--- config.mk ---
export PLATFORM = sky130hd
export DESIGN_NAME = mips_multicycle_ctrl
export DESIGN_NICKNAME = d
export VERILOG_FILES = /design/src/rtl/mips_ctrl_pkg.sv /design/src/rtl/mips_multicycle_ctrl_instr_class_dec.sv /design/src/rtl/mips_multicycle_ctrl.sv
export SDC_FILE = /design/constraint.sdc
export NUM_CORES = 1
export LEC_CHECK = 0
export CAP_MARGIN = 20
export CORE_MARGIN = 4
export CORE_UTILIZATION = 40
export DETAILED_ROUTE_END_ITERATION = 16
export DONT_BUFFER_PORTS = 1
export HOLD_SLACK_MARGIN = 0.06
export PLACE_DENSITY = 0.52
export SETUP_SLACK_MARGIN = 0.15
export SYNTH_ARGS = -nofsm -noshare
export SYNTH_HDL_FRONTEND = slang
export SYNTH_SLANG_ARGS = --single-unit
--- constraint.sdc ---
create_clock -name clk -period 3.1 [get_ports clk]
set_input_delay 0.93 -clock clk [delete_from_list [all_inputs] [get_ports clk]]
set_output_delay 0.93 -clock clk [all_outputs]
set_load 0.05 [all_outputs]
--- src/rtl/mips_ctrl_pkg.sv ---
// Shared encodings for the multicycle MIPS controller: opcodes, functs,
// datapath mux selects, ALU control codes, FSM states and instruction classes.
package mips_ctrl_pkg;

  localparam logic [5:0] OP_RTYPE = 6'b000000;
  localparam logic [5:0] OP_LW    = 6'b100011;
  localparam logic [5:0] OP_SW    = 6'b101011;
  localparam logic [5:0] OP_ORI   = 6'b001101;
  localparam logic [5:0] OP_LUI   = 6'b001111;
  localparam logic [5:0] OP_BEQ   = 6'b000100;
  localparam logic [5:0] OP_J     = 6'b000010;

  localparam logic [5:0] FN_ADD   = 6'b100000;
  localparam logic [5:0] FN_ADDU  = 6'b100001;
  localparam logic [5:0] FN_SUBU  = 6'b100011;

  localparam logic [1:0] ALU_ADDU = 2'b00;
  localparam logic [1:0] ALU_SUBU = 2'b01;
  localparam logic [1:0] ALU_ORI  = 2'b10;
  localparam logic [1:0] ALU_LUI  = 2'b11;

  localparam logic [1:0] PC_SRC_ALU    = 2'b00;
  localparam logic [1:0] PC_SRC_ALUOUT = 2'b01;
  localparam logic [1:0] PC_SRC_JUMP   = 2'b10;

  localparam logic [1:0] SRC_B_RT      = 2'b00;
  localparam logic [1:0] SRC_B_FOUR    = 2'b01;
  localparam logic [1:0] SRC_B_IMM     = 2'b10;
  localparam logic [1:0] SRC_B_IMM_SH2 = 2'b11;

  typedef enum logic [3:0] {
    S_FETCH, S_DECODE, S_MEM_ADDR, S_MEM_RD, S_MEM_WB, S_MEM_WR,
    S_EXEC_R, S_RTYPE_WB, S_EXEC_I, S_ITYPE_WB, S_BRANCH, S_JUMP
  } state_t;

  typedef enum logic [2:0] {
    CLS_MEM_LD, CLS_MEM_ST, CLS_RTYPE, CLS_ITYPE, CLS_BRANCH, CLS_JUMP, CLS_ILLEGAL
  } instr_class_t;

endpackage

--- src/rtl/mips_multicycle_ctrl_instr_class_dec.sv ---
// Combinational instruction classifier: op/funct to instruction class plus
// the ALU control code used in the execute state.
module instr_class_dec
  import mips_ctrl_pkg::*;
(
  input  logic [5:0]   op,
  input  logic [5:0]   funct,
  output instr_class_t cls,
  output logic [1:0]   alu_ctl,
  output logic         is_add
);

  always_comb begin
    // NOTE: every output gets a default before the case so no path infers a latch.
    cls     = CLS_ILLEGAL;
    alu_ctl = ALU_ADDU;
    is_add  = 1'b0;
    case (op)
      OP_LW:  cls = CLS_MEM_LD;
      OP_SW:  cls = CLS_MEM_ST;
      OP_BEQ: cls = CLS_BRANCH;
      OP_J:   cls = CLS_JUMP;
      OP_ORI: begin
        cls     = CLS_ITYPE;
        alu_ctl = ALU_ORI;
      end
      OP_LUI: begin
        cls     = CLS_ITYPE;
        alu_ctl = ALU_LUI;
      end
      OP_RTYPE: begin
        case (funct)
          FN_ADDU: cls = CLS_RTYPE;
          FN_SUBU: begin
            cls     = CLS_RTYPE;
            alu_ctl = ALU_SUBU;
          end
          FN_ADD: begin
            cls    = CLS_RTYPE;
            is_add = 1'b1;
          end
          default: cls = CLS_ILLEGAL;
        endcase
      end
      default: cls = CLS_ILLEGAL;
    endcase
  end

endmodule

--- src/rtl/mips_multicycle_ctrl.sv ---
// Multicycle MIPS control FSM driving the PC/regfile/ALU/memory datapath.
// Optional OVERFLOW_TRAP_EN: signed add overflow suppresses writeback and pulses ovf_trap.
module mips_multicycle_ctrl
  import mips_ctrl_pkg::*;
#(
  parameter int unsigned RETIRE_W = 32
) (
  input  logic                clk,
  input  logic                rst_n,
  input  logic [5:0]          op,
  input  logic [5:0]          funct,
  input  logic                zero,
  input  logic                overflow,
  input  logic                mem_ready,
  output logic                mem_req,
  output logic                mem_we,
  output logic                ir_we,
  output logic                mdr_we,
  output logic                pc_we,
  output logic [1:0]          pc_src,
  output logic                iord,
  output logic                alu_src_a,
  output logic [1:0]          alu_src_b,
  output logic                ext_op,
  output logic [1:0]          alu_ctl,
  output logic                reg_we,
  output logic                reg_dst,
  output logic                mem_to_reg,
  output logic                illegal,
  output logic                ovf_trap,
  output logic [RETIRE_W-1:0] retired
);

  state_t       state, state_next;
  instr_class_t dec_cls;
  logic [1:0]   dec_alu_ctl;
  logic         dec_is_add;
  logic         retire_inc;

  instr_class_dec u_dec (
    .op      (op),
    .funct   (funct),
    .cls     (dec_cls),
    .alu_ctl (dec_alu_ctl),
    .is_add  (dec_is_add)
  );

`ifndef OVERFLOW_TRAP_EN
  logic unused_ovf;
  assign unused_ovf = overflow ^ dec_is_add;
`endif

  always_ff @(posedge clk) begin
    // NOTE: sequential state uses non-blocking assignments only.
    if (!rst_n) begin
      state   <= S_FETCH;
      retired <= '0;
    end else begin
      state <= state_next;
      if (retire_inc) retired <= retired + RETIRE_W'(1);
    end
  end

  always_comb begin
    state_next = state;
    mem_req    = 1'b0;
    mem_we     = 1'b0;
    ir_we      = 1'b0;
    mdr_we     = 1'b0;
    pc_we      = 1'b0;
    pc_src     = PC_SRC_ALU;
    iord       = 1'b0;
    alu_src_a  = 1'b0;
    alu_src_b  = SRC_B_RT;
    ext_op     = 1'b0;
    alu_ctl    = ALU_ADDU;
    reg_we     = 1'b0;
    reg_dst    = 1'b0;
    mem_to_reg = 1'b0;
    illegal    = 1'b0;
    ovf_trap   = 1'b0;

    case (state)
      S_FETCH: begin
        mem_req   = 1'b1;
        alu_src_b = SRC_B_FOUR;
        if (mem_ready) begin
          ir_we      = 1'b1;
          pc_we      = 1'b1;
          state_next = S_DECODE;
        end
      end
      S_DECODE: begin
        alu_src_b = SRC_B_IMM_SH2;
        ext_op    = 1'b1;
        case (dec_cls)
          CLS_MEM_LD, CLS_MEM_ST: state_next = S_MEM_ADDR;
          CLS_RTYPE:              state_next = S_EXEC_R;
          CLS_ITYPE:              state_next = S_EXEC_I;
          CLS_BRANCH:             state_next = S_BRANCH;
          CLS_JUMP:               state_next = S_JUMP;
          default: begin
            illegal    = 1'b1;
            state_next = S_FETCH;
          end
        endcase
      end
      S_MEM_ADDR: begin
        alu_src_a  = 1'b1;
        alu_src_b  = SRC_B_IMM;
        ext_op     = 1'b1;
        state_next = (dec_cls == CLS_MEM_ST) ? S_MEM_WR : S_MEM_RD;
      end
      S_MEM_RD: begin
        mem_req = 1'b1;
        iord    = 1'b1;
        if (mem_ready) begin
          mdr_we     = 1'b1;
          state_next = S_MEM_WB;
        end
      end
      S_MEM_WB: begin
        reg_we     = 1'b1;
        mem_to_reg = 1'b1;
        state_next = S_FETCH;
      end
      S_MEM_WR: begin
        mem_req = 1'b1;
        mem_we  = 1'b1;
        iord    = 1'b1;
        if (mem_ready) state_next = S_FETCH;
      end
      S_EXEC_R: begin
        alu_src_a  = 1'b1;
        alu_ctl    = dec_alu_ctl;
        state_next = S_RTYPE_WB;
      end
      S_RTYPE_WB: begin
        reg_we     = 1'b1;
        reg_dst    = 1'b1;
        state_next = S_FETCH;
`ifdef OVERFLOW_TRAP_EN
        // Re-present the execute operands so overflow is live for the add check.
        alu_src_a = 1'b1;
        if (dec_is_add && overflow) begin
          reg_we   = 1'b0;
          ovf_trap = 1'b1;
        end
`endif
      end
      S_EXEC_I: begin
        alu_src_a  = 1'b1;
        alu_src_b  = SRC_B_IMM;
        alu_ctl    = dec_alu_ctl;
        state_next = S_ITYPE_WB;
      end
      S_ITYPE_WB: begin
        reg_we     = 1'b1;
        state_next = S_FETCH;
      end
      S_BRANCH: begin
        alu_src_a  = 1'b1;
        alu_ctl    = ALU_SUBU;
        pc_we      = zero;
        pc_src     = PC_SRC_ALUOUT;
        state_next = S_FETCH;
      end
      S_JUMP: begin
        pc_we      = 1'b1;
        pc_src     = PC_SRC_JUMP;
        state_next = S_FETCH;
      end
      default: state_next = S_FETCH;
    endcase

    retire_inc = (state != S_FETCH) && (state_next == S_FETCH) && !illegal && !ovf_trap;

    // Hold every control output quiet while reset is asserted.
    if (!rst_n) begin
      mem_req    = 1'b0;
      mem_we     = 1'b0;
      ir_we      = 1'b0;
      mdr_we     = 1'b0;
      pc_we      = 1'b0;
      pc_src     = PC_SRC_ALU;
      iord       = 1'b0;
      alu_src_a  = 1'b0;
      alu_src_b  = SRC_B_RT;
      ext_op     = 1'b0;
      alu_ctl    = ALU_ADDU;
      reg_we     = 1'b0;
      reg_dst    = 1'b0;
      mem_to_reg = 1'b0;
      illegal    = 1'b0;
      ovf_trap   = 1'b0;
      retire_inc = 1'b0;
    end
  end

endmodule
Word-level counts from Yosys, hierarchy flattened
Cells that the tools add are included.
Cells by class
  mux-type cells: 43
  div/mod/pow operators: 0
  $mul: 0
  shift-type cells: 0
  $add $sub $neg: 1
  bitwise gates (word level): 0
  reduce and logical (&&, ||, !) cells: 19
  magnitude comparators: 0
  equality and inequality tests: 25
Operators with widths (number)
  32-bit by 1-bit adder with 32-bit output (second input constant): 1
  6-bit == test (second input constant): 5
  4-bit case mux with 7 select lines: 1
  1-bit 2-to-1 mux: 27
  4-bit case mux with 5 select lines: 1
  3-bit case mux with 6 select lines: 1
  4-bit by 3-bit == test with 1-bit output (second input constant): 4
  4-bit == test (second input constant): 4
  6-bit by 4-bit == test with 1-bit output (second input constant): 2
  4-bit 2-to-1 mux: 3
  2-bit case mux with 3 select lines: 2
  2-bit OR reduction: 6
  3-bit OR reduction: 3
  4-bit by 2-bit == test with 1-bit output (second input constant): 2
  4-bit logical NOT: 2
  2-bit case mux with 2 select lines: 2
  3-bit by 2-bit == test with 1-bit output (second input constant): 2
  3-bit == test (second input constant): 2
  6-bit by 2-bit == test with 1-bit output (second input constant): 1
  6-bit by 3-bit == test with 1-bit output (second input constant): 1
  6-bit logical NOT: 1
  2-bit 2-to-1 mux: 3
  3-bit 2-to-1 mux: 2
  6-bit OR reduction: 1
  other kinds (8): 9
Word-level totals
  latch bits: 0
  flip-flop bits (word level): 36
  logic and storage cells: 90
  bits in read-only memories: 0
  memories: 0
  RAM bits: 0
  input port bits: 17
  output and inout port bits: 51

Logic depth before layout (Yosys ltp)
Gate-level depths: netlist of run 1.
  word-level depth: 12
  mapped depth: 10
  gate-level depth less buffers: 6

Modules after synthesis
A second synthesis of run 1 with hierarchy kept.
Unflattened totals
  cell total of the unflattened synthesis: 312
  area, all modules: 2371.0 µm²
Modules (own cells, without submodules)
  mips_multicycle_ctrl: times used 1, seq. area each 720.7 µm², cells an instance 288, area each 2209.6 µm²
  instr_class_dec: times used 1, seq. area each 0.0 µm², cells an instance 24, area each 161.4 µm²

Worst setup path after synthesis of run 1
OpenSTA, ideal clock, no wires.
  kind: input to output
  start point: input port rst_n
  end point: output port iord
  path buffers: 1
  required time: 2170 ps
  stages: 3
  arrival time: 2927 ps
  path slack: -757 ps
  cell sequence: clkbuf_1 inv_1 nor4b_1
Between the ends
  cells in the longest elaborated chain, start to end: 1
RTL lines
  from (decl): line mips_multicycle_ctrl.sv:9  | input logic rst_n,
  1-bit 2-to-1 mux: line mips_multicycle_ctrl.sv:179  | if (!rst_n) begin
  to (decl): line mips_multicycle_ctrl.sv:21  | output logic iord,
No other way between the ends.

Worst setup path after layout of run 1
  start point: input port op[0]
  end point: output port alu_ctl[0]
Between the ends
  cells in the longest elaborated chain, start to end: 4
  elaborated cells on any way between the ends: 6
  those cells by class: eq/ne (2); mux (3); reduce/logical (1)
RTL lines
  from (decl): line mips_multicycle_ctrl.sv:10  | input logic [5:0] op,
  6-bit by 4-bit == test with 1-bit output / 6-bit logical NOT (equally long branches): line mips_multicycle_ctrl_instr_class_dec.sv:18  | case (op)
  2-bit case mux with 3 select lines (*): line mips_multicycle_ctrl_instr_class_dec.sv:18
  2-bit case mux with 2 select lines (*): line mips_multicycle_ctrl.sv:83  | case (state)
  2-bit 2-to-1 mux (*): line mips_multicycle_ctrl.sv:179
  to (decl): line mips_multicycle_ctrl.sv:25  | output logic [1:0] alu_ctl,
Mark *: on every way between the ends. The rest lies on a longest branch, timed or not.

==> results of run 1 <==
## routing by layer
layer  up-vias  GRT usage (%)  routed length (um)
met5         -              0                   0
met4         0           4.25                 107
met3         9           4.09                 526
met2        90           31.0                4120
met1      1296           23.2                3490
li1       1304              -                   -
## cells by family (layout without fill, tap and decap cells)
| logic type | after synthesis | after routing |
|---|---|---|
| adders and majority gates | 1 | 1 |
| AOI/OAI and AO/OA | 92 | 92 |
| xor gates and xnor gates | 1 | 1 |
| other | 1 | 1 |
| buffers and inverters | 37 | 63 |
| muxes | 3 | 3 |
| DFF | 36 | 36 |
| and+or+nand+nor | 159 | 159 |
## placed cells by master, fill, tap and decap left out, types with 3 or more instances in the layout
master	n
or4_4	22
a21oi_2	23
and2_1	8
o31ai_4	4
o31ai_2	16
buf_4	32
inv_1	7
nor2_1	14
o21ai_0	6
or3_1	4
or4_1	5
buf_6	7
a21oi_1	12
nor3_1	6
dfxtp_1	35
nand3_1	10
o21a_1	6
nor3_4	4
clkbuf_8	6
nor2_4	3
nand4_1	11
clkbuf_16	5
o31ai_1	6
mux2i_1	3
and3_1	7
and4_1	5
nor2b_1	6
buf_12	3
nand2_1	27
nand2b_1	10
## per-stage QoR
step | setup WS, ns | power, W | std cells | utilization [%]
global placement | -0.392 | 0.000637 | 409 | 48.0
CTS | -0.338 | 0.000989 | 419 | 50.1
finish | -0.287 | 0.00105 | 431 | 59.4
detailed placement | -0.401 | 0.000638 | 409 | 48.0
global route | -0.396 | 0.00109 | 431 | 59.4
floorplan | -0.310 | 0.000612 | 330 | -
## where the power goes
group | switching [W] | internal (W)
registers | 0.00000216 | 0.000466
clock network | 0.000176 | 0.000182
logic | 0.000146 | 0.0000829
## registers in the layout, indices dropped and copies added (netlist names)
name / count
state: 4
retired: 32
## layout make-up
cell class / count / area, um2
Sequential cell: 36 / 722
Multi-Input combinational cell: 257 / 2080
Clock buffer: 8 / 90.1
Fill cell: 538 / 2420
Inverter: 7 / 26.3
Tap cell: 75 / 93.8
Timing Repair Buffer: 48 / 519
## final timing paths
| path | start | end | slack, ns | depth (start not counted) |
|---|---|---|---|---|
| worst max-delay path | op[0] | alu_ctl[0] | -0.29 | 7 |
| worst min-delay path | retired[16] | retired[16] | 0.66 | 3 |
| worst max register to register | state[3] | retired[11] | 0.42 | 8 |
| worst min register to register | retired[16] | retired[16] | 0.66 | 3 |
## worst reg2reg max path, stage by stage (launching register included)
cell,delay [ns]
dfxtp_1,0.39
or4b_1,0.70
nor4b_1,0.47
or3_1,0.18
a221o_2,0.25
buf_6,0.17
buf_8,0.19
nor4_1,0.07
o21a_1,0.18
## timing repair
| action | in CTS | in global routing |
|---|---|---|
| setup buffers | 2 | 3 |
| pin swaps | 57 | 60 |
| gates cloned | 0 | 9 |
| gates resized for setup | 5 | 84 |
| endpoints found under the setup margin | 2 | 37 |
==> impl_metrics.ini, run 1 <==
[run_status]
status = finished with violations
violations = negative setup slack

[final_layout]
design_area_um2 = 3540
area_growth_pct = 42.4
nNetsFinal = 373
drive_above_1_share_pct = 41.0
diodes = 0

[setup_path]
slowest_stage = or4_4
cp.arrival_ns = 2.46
critPathLaunchType = input pin
slowest_delay_ns = 0.54
crit_chain = or4_4 > nor4_4 > a32o_2 > a21oi_2 > a2bb2oi_2 > nor2_4 > buf_12
crit_fanout = 7
crit_family = simple AND/OR/NAND/NOR gates
critPathCaptureType = primary output
critPathKind = input pin to primary output
crit_buf_inv = 1
cp.required_ns = 2.17

[logic_synthesis]
synth-xor-area-share_pct = 0.353
synth_top_family_by_area = simple AND/OR/NAND/NOR gates
yosys.area_share.simple_pct = 37.9
synth_top_area_share_pct = 29.0
netlist_area_um2 = 2480
synth_nets = 348
synthMuxAreaShare_pct = 1.21
ys_warn_count = 0
yosysTopAreaCell = dfxtp_1
ys.flop_type = dfxtp_1
synth_commonest_cells = 36 x a21oi_1, 36 x dfxtp_1, 27 x nand2_1, 26 x o31ai_1, 26 x or4_1
synthAdderAreaFrac_pct = 0.504
synth_compound_area_share_pct = 24.6
avgSynthCellArea_um2 = 7.52
ys_ff_latch = 36
synthCells = 330
synth_cell_types = 53
netlist_top_cells_area = dfxtp_1 29%, o31ai_1 7.9%, or4_1 7.9%, a21oi_1 7.3%, nand2_1 4.1%
synth_edf_count = 0
async_flop_share_pct = 0
yosysSeqAreaShare_pct = 29.0

[global_routing]
grt_pass1_vias = 2364
gr-total-overflow = 0
antenna_found_initial = 0
grt_pass1_wl_mm = 11.3
track_usage_pct = 18.2
grt_max_degree = 63

[pwr]
powerDensity_nw_per_um2 = 298
max-vdd-ir-drop_mv = 0.208
leakage_nw = 1.11

[run]
maxCapViolations = 0

[sta]
slew_headroom_pct = 52.8
drv_slew = 0
fin_crit_ns = 3.39
setup_viol = 7
rsz0062_at_grt = yes
tightest_slew_ns = 0.707
worst_hold_slack_ns = 0.658
tns_ns = -0.368
final_hold_viol_count = 0
fin_skew_ns = 0.0112
worst_slack_ns = -0.287
finalCritPeriodShare_pct = 109
fmax_ghz = 0.295

[detailed_routing]
antenna_left = 0
viasPerCell = 6.26
routedWlPerCell_um = 19.1
vias = 2699
drt_first_pass_iters = 4
drt-total-wl_mm = 8.24
drt_iter0_drc = 165
drc = 0

[worst_hold_path]
hp-class = register to register

[clock_network]
cts-buffers-inserted = 5
cts_tree = yes
clk_pin_slew_ns = 0.07
htree_levels = 2
cts-root-buf = clkbuf_8
cts_hold_buf = 0
cts_buffer_depth = 2
cts_num_sinks = 36
clk_latency_ns = 0.30

[die]
die_y_um = 86.8
start_util_pct = 41.7
die_area_um2 = 7530
ios = 68
core_um2 = 5960
die_w_um = 86.8
rows = 28

[placed_design]
dpl_cell_area_um2 = 2860
portBuffers = 0
place_hpwl_mm = 4.51
gp_congestion = 0.798
Note: power is estimated with default switching activity, not from simulation.
==> run 2, diff against run 1 <==
--- a/config.mk
+++ b/config.mk
@@ -6,13 +6,13 @@
 export NUM_CORES = 1
 export LEC_CHECK = 0
 export CAP_MARGIN = 20
-export CORE_MARGIN = 4
 export CORE_UTILIZATION = 40
 export DETAILED_ROUTE_END_ITERATION = 16
 export DONT_BUFFER_PORTS = 1
 export HOLD_SLACK_MARGIN = 0.06
-export PLACE_DENSITY = 0.52
+export PLACE_DENSITY = 0.65
 export SETUP_SLACK_MARGIN = 0.15
+export SLEW_MARGIN = 20
 export SYNTH_ARGS = -nofsm -noshare
 export SYNTH_HDL_FRONTEND = slang
 export SYNTH_SLANG_ARGS = --single-unit
==> impl_metrics.ini, run 2 (synthesized netlist as in run 1, its figures left out) <==
[final_layout]
area_growth_pct = 36.9
most-common-layout-cells = 35 x dfxtp_1, 33 x buf_4, 27 x nand2_1
layout_commonest_cell = dfxtp_1
diodes = 0
fillers = 538
drive_above_1_share_pct = 33.1
postLayoutCoreUtil_pct = 57.1
nNetsFinal = 371
largest_register_ffs = 32
top_regs = retired (32), state (4)
regMostFlops = retired

[sta]
finalCritPeriodShare_pct = 111
worst_slack_ns = -0.326
fin_skew_ns = 0.00864
fin_crit_ns = 3.43
fmax_ghz = 0.292
final_hold_viol_count = 0
setup_viol = 28
tightest_slew_ns = 0.700
drv_slew = 0
rsz0062_at_grt = yes
slew_headroom_pct = 53.3

[pwr]
max-vdd-ir-drop_mv = 0.191
leakage_nw = 1.08
total_power_w = 0.00106
powerDensity_nw_per_um2 = 311

[run_status]
violations = negative setup slack
status = finished with violations

[setup_path]
slowest_stage = or4_4
cp.arrival_ns = 2.50
slowest_delay_ns = 0.54
critPathKind = input pin to primary output
r2r_slack_ns = 0.53
crit_fanout = 7
crit_chain = or4_4 > nor4_4 > a32o_2 > a21oi_1 > a2bb2oi_1 > nor2_4 > buf_12
reg2reg_depth = 8
r2r_start = state[2]
critPathLaunchType = input pin
cp.required_ns = 2.17
critPathCaptureType = primary output
r2r-end = retired[11]

[detailed_routing]
vias = 2670
drt_first_pass_iters = 4
viasPerCell = 6.22
drc = 0
drt-total-wl_mm = 7.70
drt_iter0_drc = 165
routedWlPerCell_um = 17.9
antenna_left = 0

[clock_network]
cts-root-buf = clkbuf_8
cts_num_sinks = 36
clk_latency_ns = 0.29
htree_levels = 2
cts_buffer_depth = 2
clk_pin_slew_ns = 0.07
cts_tree = yes
cts_hold_buf = 0
cts-buffers-inserted = 5

[worst_hold_path]
hp-class = register to register
min_to = retired[1]
min_delay_path_depth = 2
hold_path.startpoint = retired[1]

[die]
die_area_um2 = 6520
core_um2 = 5960
rows = 28
start_util_pct = 41.7
ios = 68
die_y_um = 80.8
die_w_um = 80.8

[run]
maxCapViolations = 0

[global_routing]
antenna_found_initial = 0
grt_max_degree = 63
gr-total-overflow = 0
grt_pass1_vias = 2367
grt_pass1_wl_mm = 11.1
track_usage_pct = 21.6

[placed_design]
place_hpwl_mm = 4.35
dp_slack_ns = -0.373
portBuffers = 0
gp_congestion = 0.825
-- run 2: changes by cell type in the layout (fill, tap and decap cells not counted), moves of 2 or more --
cell     delta
buf_6       -2
or4_4       -8
a21oi_1    +11
a21oi_2    -11
or4_1       +8
o31ai_4     -2
o31ai_1     +9
o31ai_2     -7
-- run 2: what timing repair did --
action,4_1_cts,5_1_grt
resized for setup,13,46
pin swaps,14,16
setup buffers,1,3
gates cloned,2,4
endpoints found under the setup margin,3,37
-- run 2: final cells by class --
type | count | area [um2] | area share (%)
Multi-Input combinational cell | 257 | 1970 | 58.0
Sequential cell | 36 | 722 | 21.2
Timing Repair Buffer | 46 | 492 | 14.5
Clock buffer | 7 | 86.3 | 2.54
Tap cell | 75 | 93.8 | 2.76
Inverter | 7 | 26.3 | 0.773
Clock inverter | 1 | 7.51 | 0.221
-- run 2: critical path, delay by kind of cell --
kind                   cells  cell delay [ns]
AO/OA/AOI/OAI              3             0.46
AND/OR/NAND/NOR            3             0.96
buffers and inverters      1             0.15
-- run 2: routing by layer --
layer,vias up,global-route usage (%),wire [um]
met5,-,0,0
met4,0,7.32,51
met3,7,5.73,540
met2,70,34.1,3660
met1,1290,28.5,3440
li1,1303,-,-
-- run 2: worst max-delay path by stage --
stage                     startpoint    endpoint  slack (ns)
final                          op[0]  alu_ctl[0]       -0.33
after global routing           op[0]  alu_ctl[0]       -0.39
after CTS                      op[0]  alu_ctl[0]       -0.35
after detailed placement       op[0]  alu_ctl[0]       -0.37
after global placement         op[0]  alu_ctl[0]       -0.33
after floorplan                op[0]  alu_ctl[0]       -0.31
-- run 2: through the flow --
step / hold slack, ns / area [um2] / TNS (ns) / std cells
after floorplan: 0.670 / 2620 / -0.310 / 330
after global placement: 0.542 / 2870 / -2.21 / 411
after detailed placement: 0.563 / 2870 / -3.41 / 411
after CTS: 0.576 / 3100 / -0.416 / 422
after global routing: 0.646 / 3400 / -4.33 / 429
final: 0.565 / 3400 / -2.30 / 429
-- run 2: power by group --
part | switching, W | total [W] | leakage [nW] | internal (W)
clock network | 0.000180 | 0.000360 | 0.0445 | 0.000181
logic | 0.000134 | 0.000222 | 0.748 | 0.0000879
registers | 0.00000917 | 0.000475 | 0.291 | 0.000465
